===== src/rtl/serial_chunk_adder.sv =====
// Multi-cycle two's-complement adder/subtractor: adds CHUNK bits per clock through a
// registered inter-chunk carry, reporting sum, carry-out and signed overflow.
module serial_chunk_adder #(
    parameter int WIDTH = 8,
    parameter int CHUNK = 2
) (
    input  logic             clk_i,
    input  logic             rst_n_i,
    input  logic             start_i,
    input  logic             sub_i,
    input  logic             cin_i,
    input  logic [WIDTH-1:0] a_i,
    input  logic [WIDTH-1:0] b_i,
    output logic [WIDTH-1:0] sum_o,
    output logic             cout_o,
    output logic             ovf_o,
    output logic             busy_o,
    output logic             done_o
);

    localparam int NCHUNK = WIDTH / CHUNK;
    localparam int CW     = (NCHUNK > 1) ? $clog2(NCHUNK) : 1;
    localparam logic [CW-1:0] LAST_CNT = CW'(NCHUNK - 1);

    if (WIDTH < 1 || CHUNK < 1 || (WIDTH % CHUNK) != 0) begin : g_bad_params
        $error("serial_chunk_adder: CHUNK must be >= 1 and divide WIDTH");
    end

    typedef enum logic [0:0] {
        ST_IDLE = 1'b0,
        ST_RUN  = 1'b1
    } state_e;

    // Returns {carry_out, carry_into_msb, chunk_sum}; carry into the MSB is recovered
    // from the MSB sum bit so no separate partial adder is needed.
    function automatic logic [CHUNK+1:0] chunk_add(
        input logic [CHUNK-1:0] x,
        input logic [CHUNK-1:0] y,
        input logic             ci
    );
        logic [CHUNK:0] t;
        t = {1'b0, x} + {1'b0, y} + {{CHUNK{1'b0}}, ci};
        return {t[CHUNK], t[CHUNK-1] ^ x[CHUNK-1] ^ y[CHUNK-1], t[CHUNK-1:0]};
    endfunction

    state_e           state_q, state_d;
    logic [CW-1:0]    cnt_q, cnt_d;
    logic             c_q, c_d;
    logic [WIDTH-1:0] ra_q, ra_d;
    logic [WIDTH-1:0] rb_q, rb_d;
    logic [WIDTH-1:0] acc_q, acc_d;
    logic [WIDTH-1:0] sum_q, sum_d;
    logic             cout_q, cout_d;
    logic             ovf_q, ovf_d;
    logic             done_q, done_d;

    logic [CHUNK+1:0]       chunk_res_s;
    logic [WIDTH+CHUNK-1:0] acc_wide_s;
    logic [WIDTH-1:0]       acc_shift_s;

    assign chunk_res_s = chunk_add(ra_q[CHUNK-1:0], rb_q[CHUNK-1:0], c_q);
    assign acc_wide_s  = {chunk_res_s[CHUNK-1:0], acc_q};
    assign acc_shift_s = acc_wide_s[WIDTH+CHUNK-1:CHUNK];

    // FSM state register
    always_ff @(posedge clk_i or negedge rst_n_i) begin
        if (!rst_n_i) begin
            state_q <= ST_IDLE;
        end else begin
            state_q <= state_d;
        end
    end

    // FSM next-state logic
    always_comb begin
        state_d = state_q;
        case (state_q)
            ST_IDLE: begin
                if (start_i) begin
                    state_d = ST_RUN;
                end else begin
                    state_d = ST_IDLE;
                end
            end
            ST_RUN: begin
                if (cnt_q == LAST_CNT) begin
                    state_d = ST_IDLE;
                end else begin
                    state_d = ST_RUN;
                end
            end
            default: state_d = ST_IDLE;
        endcase
    end

    // Datapath and result next-state: operand capture in IDLE, one chunk per RUN edge
    always_comb begin
        cnt_d  = cnt_q;
        c_d    = c_q;
        ra_d   = ra_q;
        rb_d   = rb_q;
        acc_d  = acc_q;
        sum_d  = sum_q;
        cout_d = cout_q;
        ovf_d  = ovf_q;
        done_d = 1'b0;
        case (state_q)
            ST_IDLE: begin
                if (start_i) begin
                    ra_d  = a_i;
                    rb_d  = sub_i ? ~b_i : b_i;
                    c_d   = sub_i ? 1'b1 : cin_i;
                    cnt_d = {CW{1'b0}};
                end else begin
                    cnt_d = cnt_q;
                end
            end
            ST_RUN: begin
                ra_d  = ra_q >> CHUNK;
                rb_d  = rb_q >> CHUNK;
                c_d   = chunk_res_s[CHUNK+1];
                acc_d = acc_shift_s;
                if (cnt_q == LAST_CNT) begin
                    sum_d  = acc_shift_s;
                    cout_d = chunk_res_s[CHUNK+1];
                    ovf_d  = chunk_res_s[CHUNK+1] ^ chunk_res_s[CHUNK];
                    done_d = 1'b1;
                end else begin
                    cnt_d = cnt_q + CW'(1);
                end
            end
            default: begin
                done_d = 1'b0;
            end
        endcase
    end

    // Datapath and result registers; reset abandons any operation in flight
    always_ff @(posedge clk_i or negedge rst_n_i) begin
        if (!rst_n_i) begin
            cnt_q  <= {CW{1'b0}};
            c_q    <= 1'b0;
            ra_q   <= {WIDTH{1'b0}};
            rb_q   <= {WIDTH{1'b0}};
            acc_q  <= {WIDTH{1'b0}};
            sum_q  <= {WIDTH{1'b0}};
            cout_q <= 1'b0;
            ovf_q  <= 1'b0;
            done_q <= 1'b0;
        end else begin
            cnt_q  <= cnt_d;
            c_q    <= c_d;
            ra_q   <= ra_d;
            rb_q   <= rb_d;
            acc_q  <= acc_d;
            sum_q  <= sum_d;
            cout_q <= cout_d;
            ovf_q  <= ovf_d;
            done_q <= done_d;
        end
    end

    assign sum_o  = sum_q;
    assign cout_o = cout_q;
    assign ovf_o  = ovf_q;
    assign done_o = done_q;
    assign busy_o = (state_q == ST_RUN);

endmodule


===== config.mk =====
export PLATFORM = sky130hd
export DESIGN_NAME = serial_chunk_adder
export DESIGN_NICKNAME = d
export VERILOG_FILES = /design/src/rtl/serial_chunk_adder.sv
export SDC_FILE = /design/constraint.sdc
export NUM_CORES = 1
export LEC_CHECK = 0
export CAP_MARGIN = 15
export CORE_MARGIN = 2
export CORE_UTILIZATION = 43
export CTS_CLUSTER_DIAMETER = 80
export CTS_CLUSTER_SIZE = 24
export DETAILED_ROUTE_END_ITERATION = 8
export HOLD_SLACK_MARGIN = 0.12
export PLACE_DENSITY_LB_ADDON = 0.08
export REMOVE_ABC_BUFFERS = 1
export SYNTH_ARGS = -nofsm -noshare
export SYNTH_HDL_FRONTEND = slang
export SYNTH_SLANG_ARGS = --single-unit

===== constraint.sdc =====
create_clock -name clk_i -period 4.6 [get_ports clk_i]
set_clock_uncertainty 0.05 [all_clocks]
set_input_delay 0.69 -clock clk_i [delete_from_list [all_inputs] [get_ports clk_i]]
set_output_delay 0.69 -clock clk_i [all_outputs]
set_load 0.02 [all_outputs]

Yosys cells after proc, flatten, opt, wreduce, memory -nomap -nowiden --
Index checks and enable logic that the tools add are counted.
Word-level totals: register bits after elaboration 39, word-level logic and storage cells 39
Cells by class: add/subtract/negate cells 3, equal/unequal tests 3, bitwise gates (word level) 5, multiplexer cells 16, reduce and logical (&&, ||, !) cells 2
Operator list (number):
- 8-bit one-hot mux with 2 select lines | 2
- 8-bit 2-to-1 mux | 3
- 8-bit inverter | 1
- 1-bit 2-to-1 mux | 6
- 2-bit 2-to-1 mux | 2
- 2-bit inequality test, second input constant | 2
- 1-bit one-hot mux with 2 select lines | 2
- 2-bit one-hot mux with 2 select lines | 1
- 2-bit AND reduction | 2
- 2-bit by 2-bit adder with 3-bit output | 1
- 3-bit by 1-bit adder with 3-bit output | 1
- 1-bit XOR | 3
- 2-bit by 1-bit adder with 2-bit output, second input constant | 1
- 2-bit equality test, second input constant | 1
- 1-bit inverter | 1

Longest topological paths before layout --
Gate-level depths: netlist of the first run.
depth in word-level cells 5, gate-level depth with buffers 6

Least setup slack after synthesis of the first run --
No wires, ideal clock.
path kind register to register, start point reg c_q, end point reg ovf_q (netlist: ovf_o), data required time 4422 ps, arrival time 1676 ps, cell stages (with the launch flop) 7, clock period less this slack 1854 ps, setup slack 2746 ps, cell sequence dfrtp_1 > inv_1 > fa_1 > fa_1 > xnor2_1 > xnor2_1 > o21ai_0
On the way: longest elaborated chain between the ends 4
RTL lines:
- start: declaration | line 48 | logic c_q, c_d;
- start signal: assignment | line 142 | c_q <= 1'b0;
- start signal: assignment | line 152 | c_q <= c_d;
- 3-bit by 1-bit adder with 3-bit output (*) | line 42 | t = {1'b0, x} + {1'b0, y} + {{CHUNK{1'b0}}, ci};
- 1-bit XOR (2 in a row) | line 43 | return {t[CHUNK], t[CHUNK-1] ^ x[CHUNK-1] ^ y[CHUNK-1], t[CHUNK-1:0]};
- 1-bit XOR (*) | line 126 | ovf_d = chunk_res_s[CHUNK+1] ^ chunk_res_s[CHUNK];
- end signal: assignment | line 158 | ovf_q <= ovf_d;
- end: declaration | line 54 | logic ovf_q, ovf_d;
Mark *: on every way between the ends. The rest lies on a longest branch, timed or not. A chain may end at the register's enable or synchronous reset.

Worst setup path after layout of the first run --
start point in start_i, end point reg c_q
On the way: longest elaborated chain between the ends 1
RTL lines:
- start: declaration | line 9 | input logic start_i,
- 2-bit inequality test (no line)
No other way between the ends.

==> results of run 1 <==
-- logic make-up after synthesis --
logic type | Yosys count | synth area share (%)
flops | 37 | 53.28
mux | 26 | 16.92
simple gates | 26 | 6.191
compound gates | 24 | 8.207
buf+inv | 17 | 6.336
xor+xnor | 12 | 6.047
fa+ha+maj | 3 | 3.024
-- metrics by stage --
step | power, uW | cell area [um2] | utilization, % | cells | setup WS (ps)
after detailed placement | 1170 | 2049 | 51.98 | 220 | 1997
after floorplan | 957.8 | 1664 | - | 137 | 2739
after global placement | 1144 | 2049 | 51.98 | 220 | 2084
after CTS | 1392 | 2132 | 54.08 | 228 | 2300
final | 1366 | 2132 | 54.08 | 228 | 2303
after global routing | 1479 | 2132 | 54.08 | 228 | 2144
-- cell usage in the layout, fill, tap and decap left out, types with 2 or more instances in the layout --
cell type,count
a211oi_1,2
clkbuf_8,5
clkdlybuf4s50_1,31
clkinv_2,2
dfrtp_1,37
fa_1,2
inv_1,8
mux2_2,3
mux2_4,6
mux2i_1,17
nand2_1,19
nor2_1,4
o21ai_0,14
o21ai_1,2
o21ai_2,4
o22ai_1,2
xnor2_1,5
xor2_1,7
-- worst max-delay path, stage by stage --
cell             delay [ps]
clkdlybuf4s50_1        1180
inv_1                   210
nor3_1                  230
o22ai_1                 100
-- routing by layer --
layer / track usage [%] / wire [um]
met5: 0 / 0
met4: 4.592 / 17
met3: 5.000 / 154
met2: 24.63 / 1404
met1: 17.90 / 1259
-- path summary, 6_finish.rpt --
| kind | startpoint | end | slack, ps | cells after the start |
|---|---|---|---|---|
| setup / recovery | start_i | c_q$_DFFE_PN0P_ | 2300 | 4 |
| hold / removal | sum_o[6]$_DFFE_PN0P_ | sum_o[6]$_DFFE_PN0P_ | 430 | 2 |
| setup reg to reg | c_q$_DFFE_PN0P_ | ovf_o$_DFFE_PN0P_ | 2630 | 6 |
| hold reg to reg | sum_o[6]$_DFFE_PN0P_ | sum_o[6]$_DFFE_PN0P_ | 430 | 2 |
| max in group asynchronous | rst_n_i | rb_q[1]$_DFFE_PN0P_ | 3540 | 1 |
| min in group asynchronous | rst_n_i | sum_o[3]$_DFFE_PN0P_ | 450 | 1 |
-- power by group --
| group | switching [uW] | internal [uW] |
|---|---|---|
| logic | 302 | 303 |
| registers | 79.5 | 466 |
| clock network | 111 | 105 |
| total | 492 | 874 |
-- cell type report --
| cell class | count | share of cell area [%] |
|---|---|---|
| Clock buffer | 6 | 3.404 |
| Timing Repair Buffer | 33 | 15.14 |
| Sequential cell | 37 | 43.43 |
| Multi-Input combinational cell | 91 | 32.92 |
| Tap cell | 50 | 2.934 |
| Clock inverter | 2 | 0.4695 |
| Inverter | 9 | 1.702 |
-- registers in the layout (all words and copies together), names as in the netlist --
register  flops
rb_q          8
c_q           1
sum_o         8
done_o        1
busy_o        1
ovf_o         1
ra_q          8
acc_q         6
cnt_q         2
cout_o        1
==> summary.md, run 1 <==
| Metric | Value |
|---|---|
| IO Pins | `33` |
| Area growth, synth to finish | `22.68%` |
| Cell Rows | `23` |
| Clock buffer depth | `2` |
| Sequential area share after synthesis | `53.28%` |
| Footprint of the multi-input gates | `701.9 um2` |
| Worst-path fanout max | `21` |
| Die W | `67.58 um` |
| First-pass DRT Iterations | `4` |
| Grt ovf | `0` |
| Initial antenna violation count | `0` |
| Max_slew headroom | `28.19%` |
| Hpwl dp | `1976 um` |
| Worst hold slack | `427.3 ps` |
| Nets | `201` |
| Die height | `67.58 um` |
| Mapped Area | `1738 um2` |
| CP startpoint kind | `primary input` |
| Number of synthesized flops with an enable pin | `0` |
| Final Slew Violations | `0` |
| #FFs+latches synth | `37` |
| CP Class | `in2reg` |
| RD Place Congestion | `0.7196` |
| Worst Setup End Kind | `flop` |
| LEAKAGE | `0.0009822 uW` |
| Largest area contributor in the netlist | `dfrtp_1` |
| I/O Buffers | `32` |
| Postcts setup bufs | `0` |
| TritonCTS buffer count | `5` |
| Vias per inst | `4.860` |
| CTS tree | `built` |
| MaxCap Viol Count | `0` |
| Power Density | `640.6 nW/um2` |
| CP required | `4720 ps` |
| First-pass GRT wire length | `4974 um` |
| Cts repair resizes | `0` |
| Largest net degree at the start of global routing | `38` |
| Cts hold-fix bufs | `0` |
| GRT Resource Usage Total | `14.75%` |
| Worst-Margin Slew | `1074 ps` |
| Count leader, synth | `dfrtp_1` |
| FILL cells | `346` |
| Top-area cell type share of the netlist area | `53.28%` |
| ANT cells | `0` |
| Ys flop type | `dfrtp_1` |
| CP arrival | `2410 ps` |
| Status | `finished, final reports clean` |
| Mean post-synth cell area | `11.99 um2` |
| Peak supply drop | `0.2506 mV` |
| Register area | `925.9 um2` |
| Final ANT Viol Nets | `0` |
| Clk sinks | `37` |
| Initial drt markers | `66` |
| Die ar. | `4566 um2` |
| Cells after synthesis | `145` |
| Period utilization | `49.94%` |
| Mean routed wirelength per cell | `12.44 um` |
| DR DRC count | `0` |
| Final hold violation count | `0` |
| H-tree depth | `2` |
| Clock Tree Root | `clkbuf_8` |
| Post-Route WL | `2836 um` |
| Layout cells sized above 1 | `13.48%` |
| Setup_tns | `0 ps` |
| Placeable Area | `3943 um2` |
| Top cells by count, synth | `dfrtp_1, nand2_1, mux2i_1` |
| Skew-Pair Late Insertion Delay | `290 ps` |
| Synth area leaders | `dfrtp_1, mux2i_1, mux2_4` |
| Clock Pin Slew Worst Setup and Hold Paths | `70 ps` |
| Vias in the first global route | `1,091` |
| FMAX | `435.3 MHz` |
| Vias | `1,108` |
| RSZ-0062 raised after global routing | `false` |
| Min-delay worst type | `reg2reg` |
| Initial Util | `44.08%` |
| Post-synth ARST share | `100.0%` |
| Netlist cell types | `23` |
| Min Tclk post-route | `2297 ps` |
| Setup violators final | `0` |
| Synth warn | `0` |
Note: power is estimated with default switching activity, not from simulation.
==> inputs of run 2 (changes only) <==
==> constraint.sdc (replaced) <==
create_clock -name clk_i -period 2.2 [get_ports clk_i]
set_clock_uncertainty 0.05 [all_clocks]
set_input_delay 0.33 -clock clk_i [delete_from_list [all_inputs] [get_ports clk_i]]
set_output_delay 0.33 -clock clk_i [all_outputs]
set_load 0.02 [all_outputs]
==> summary.md, run 2 (synthesis gave the netlist of run 1 again) <==
| Metric | Value |
|---|---|
| Skew-Pair Late Insertion Delay | `280 ps (about the same)` |
| CP cell instances | `inv_1, fa_1, fa_1, xnor2_1, xnor2_1, o21ai_0` |
| I/O Buffers | `32 (unchanged)` |
| Hpwl dp | `2055 um (+4.0%)` |
| Largest net degree at the start of global routing | `38 (unchanged)` |
| Mean routed wirelength per cell | `12.41 um (-0.25%)` |
| Post-Route WL | `2866 um (+1.1%)` |
| FILL cells | `340 (-1.7%)` |
| Layout cells sized above 1 | `14.36% (+0.88 points)` |
| Setup violators final | `0 (unchanged)` |
| Vias per inst | `4.801 (-1.2%)` |
| Worst-Margin Slew | `804.9 ps (-269.0 ps)` |
| Max_slew headroom | `46.34% (+18 points)` |
| GRT Resource Usage Total | `15.12% (+0.37 points)` |
| Area growth, synth to finish | `26.06%` |
| Vias | `1,109 (+0.090%)` |
| Min-delay worst type | `reg2reg` |
| Initial Util | `44.08% (unchanged)` |
| Worst Setup End Kind | `flop` |
| Setup_tns | `0 ps (unchanged)` |
| LEAKAGE | `0.001009 uW (+2.8%)` |
| Power Density | `1376 nW/um2 (+110%)` |
| DR DRC count | `0 (unchanged)` |
| CTS tree | `built` |
| Final hold violation count | `0 (unchanged)` |
| IO Pins | `33 (unchanged)` |
| Die W | `67.58 um (unchanged)` |
| Slowest Stage Delay on Critical Path | `580 ps (-600 ps)` |
| Worst hold slack | `427.4 ps (+0.1080 ps)` |
| Slowest CP cell | `fa_1` |
| Placeable Area | `3943 um2 (unchanged)` |
| Final Slew Violations | `0 (unchanged)` |
| Cell Rows | `23 (unchanged)` |
| WP buf/inv | `1 (-1)` |
| Clock Tree Root | `clkbuf_8` |
| CP startpoint kind | `flop` |
| H-tree depth | `2 (unchanged)` |
| Postcts setup bufs | `0 (unchanged)` |
| Leading cell type in the layout, fill and taps excluded | `dfrtp_1` |
| Nets | `204 (+1.5%)` |
| First-pass DRT Iterations | `2 (-2)` |
| Clock buffer depth | `2 (unchanged)` |
| RD Place Congestion | `0.6827 (-5.1%)` |
| FMAX | `510.8 MHz` |
| Status | `finished, final reports clean` |
| CP required | `2310 ps (-2410 ps)` |
| Worst-path fanout max | `3 (-86%)` |
| Peak supply drop | `0.5504 mV (+120%)` |
| Most frequent cells in the layout | `dfrtp_1, clkdlybuf4s50_1, nand2_1, mux2i_1, o21ai_0` |
| Clk sinks | `37 (unchanged)` |
| Period utilization | `88.98%` |
| CP delay by family, top | `adder cells` |
| Clock Pin Slew Worst Setup and Hold Paths | `70 ps (about the same)` |
| CP Class | `reg2reg` |
| Min Tclk post-route | `1958 ps` |
| Final ANT Viol Nets | `0 (unchanged)` |
| MaxCap Viol Count | `0 (unchanged)` |
| CP arrival | `2070 ps (-340 ps)` |
| Vias in the first global route | `1,121 (+2.7%)` |
| TritonCTS buffer count | `5 (unchanged)` |
| Die height | `67.58 um (unchanged)` |
| Cts repair resizes | `0 (unchanged)` |
| Grt ovf | `0 (unchanged)` |
| Die ar. | `4566 um2 (unchanged)` |
| First-pass GRT wire length | `5064 um (+1.8%)` |
| ANT cells | `0 (unchanged)` |
| Initial drt markers | `55 (-17%)` |
| RSZ-0062 raised after global routing | `false` |
| Initial antenna violation count | `0 (unchanged)` |
## run 2: cell count changes in the layout (fill, tap and decap cells not counted)
cell,previous run,this run
clkinv_2,2,0
buf_4,1,3
clkbuf_8,5,6
dlygate4sd3_1,0,1
bufinv_16,0,1
## run 2: path summary, 6_finish.rpt
path | from | end | slack, ps | cells past startpoint
setup reg to reg | c_q$_DFFE_PN0P_ | ovf_o$_DFFE_PN0P_ | 240 | 6
min in group asynchronous | rst_n_i | sum_o[1]$_DFFE_PN0P_ | 630 | 2
hold / removal | sum_o[6]$_DFFE_PN0P_ | sum_o[6]$_DFFE_PN0P_ | 430 | 2
max in group asynchronous | rst_n_i | ra_q[1]$_DFFE_PN0P_ | 960 | 2
setup / recovery | c_q$_DFFE_PN0P_ | ovf_o$_DFFE_PN0P_ | 240 | 6
hold reg to reg | sum_o[6]$_DFFE_PN0P_ | sum_o[6]$_DFFE_PN0P_ | 430 | 2
## run 2: final cells by class
type | instances | area [um2] | area share [%]
Clock inverter | 1 | 30.03 | 1.371
Tap cell | 50 | 62.56 | 2.856
Sequential cell | 37 | 925.9 | 42.26
Inverter | 9 | 36.28 | 1.656
Timing Repair Buffer | 36 | 347.8 | 15.88
Multi-Input combinational cell | 91 | 701.9 | 32.04
Clock buffer | 7 | 86.33 | 3.941
## run 2: timing repair
action / 4_1_cts / 5_1_grt
hold endpoints to repair: 37 / 0
endpoints found under the setup margin: 0 / 0
hold buffers: 1 / 0
## run 2: layer usage
layer / up-vias / part of all wire, % / track usage, %
met5: - / 0 / 0
met4: 0 / 1.0 / 4.592
met3: 4 / 4.3 / 5.500
met2: 28 / 50 / 25.25
met1: 528 / 45 / 18.14
li1: 549 / - / -
## run 2: through the flow
| stage | setup slack, ps | util, % | std cells | cell area (um2) | power (uW) |
|---|---|---|---|---|---|
| finish | 242.4 | 55.57 | 231 | 2191 | 3014 |
| global route | 133.8 | 55.57 | 231 | 2191 | 3253 |
| CTS | 223.2 | 55.57 | 231 | 2191 | 3071 |
| detailed placement | 235.3 | 52.36 | 222 | 2064 | 2456 |
| global placement | 300.2 | 52.36 | 222 | 2064 | 2397 |
| floorplan | 339.4 | - | 137 | 1664 | 2003 |
## run 2: tightest hold or removal path: stages, from the launching register on
cell and delay, ps:
dfrtp_1 340, nand2_1 60, o21ai_2 50
## run 2: report_power, final
part           leakage (uW)  internal (uW)  switching, uW
logic              0.000477            637            639
registers          0.000474            975            165
clock network     0.0000585            369            229
total               0.00101           1980           1030
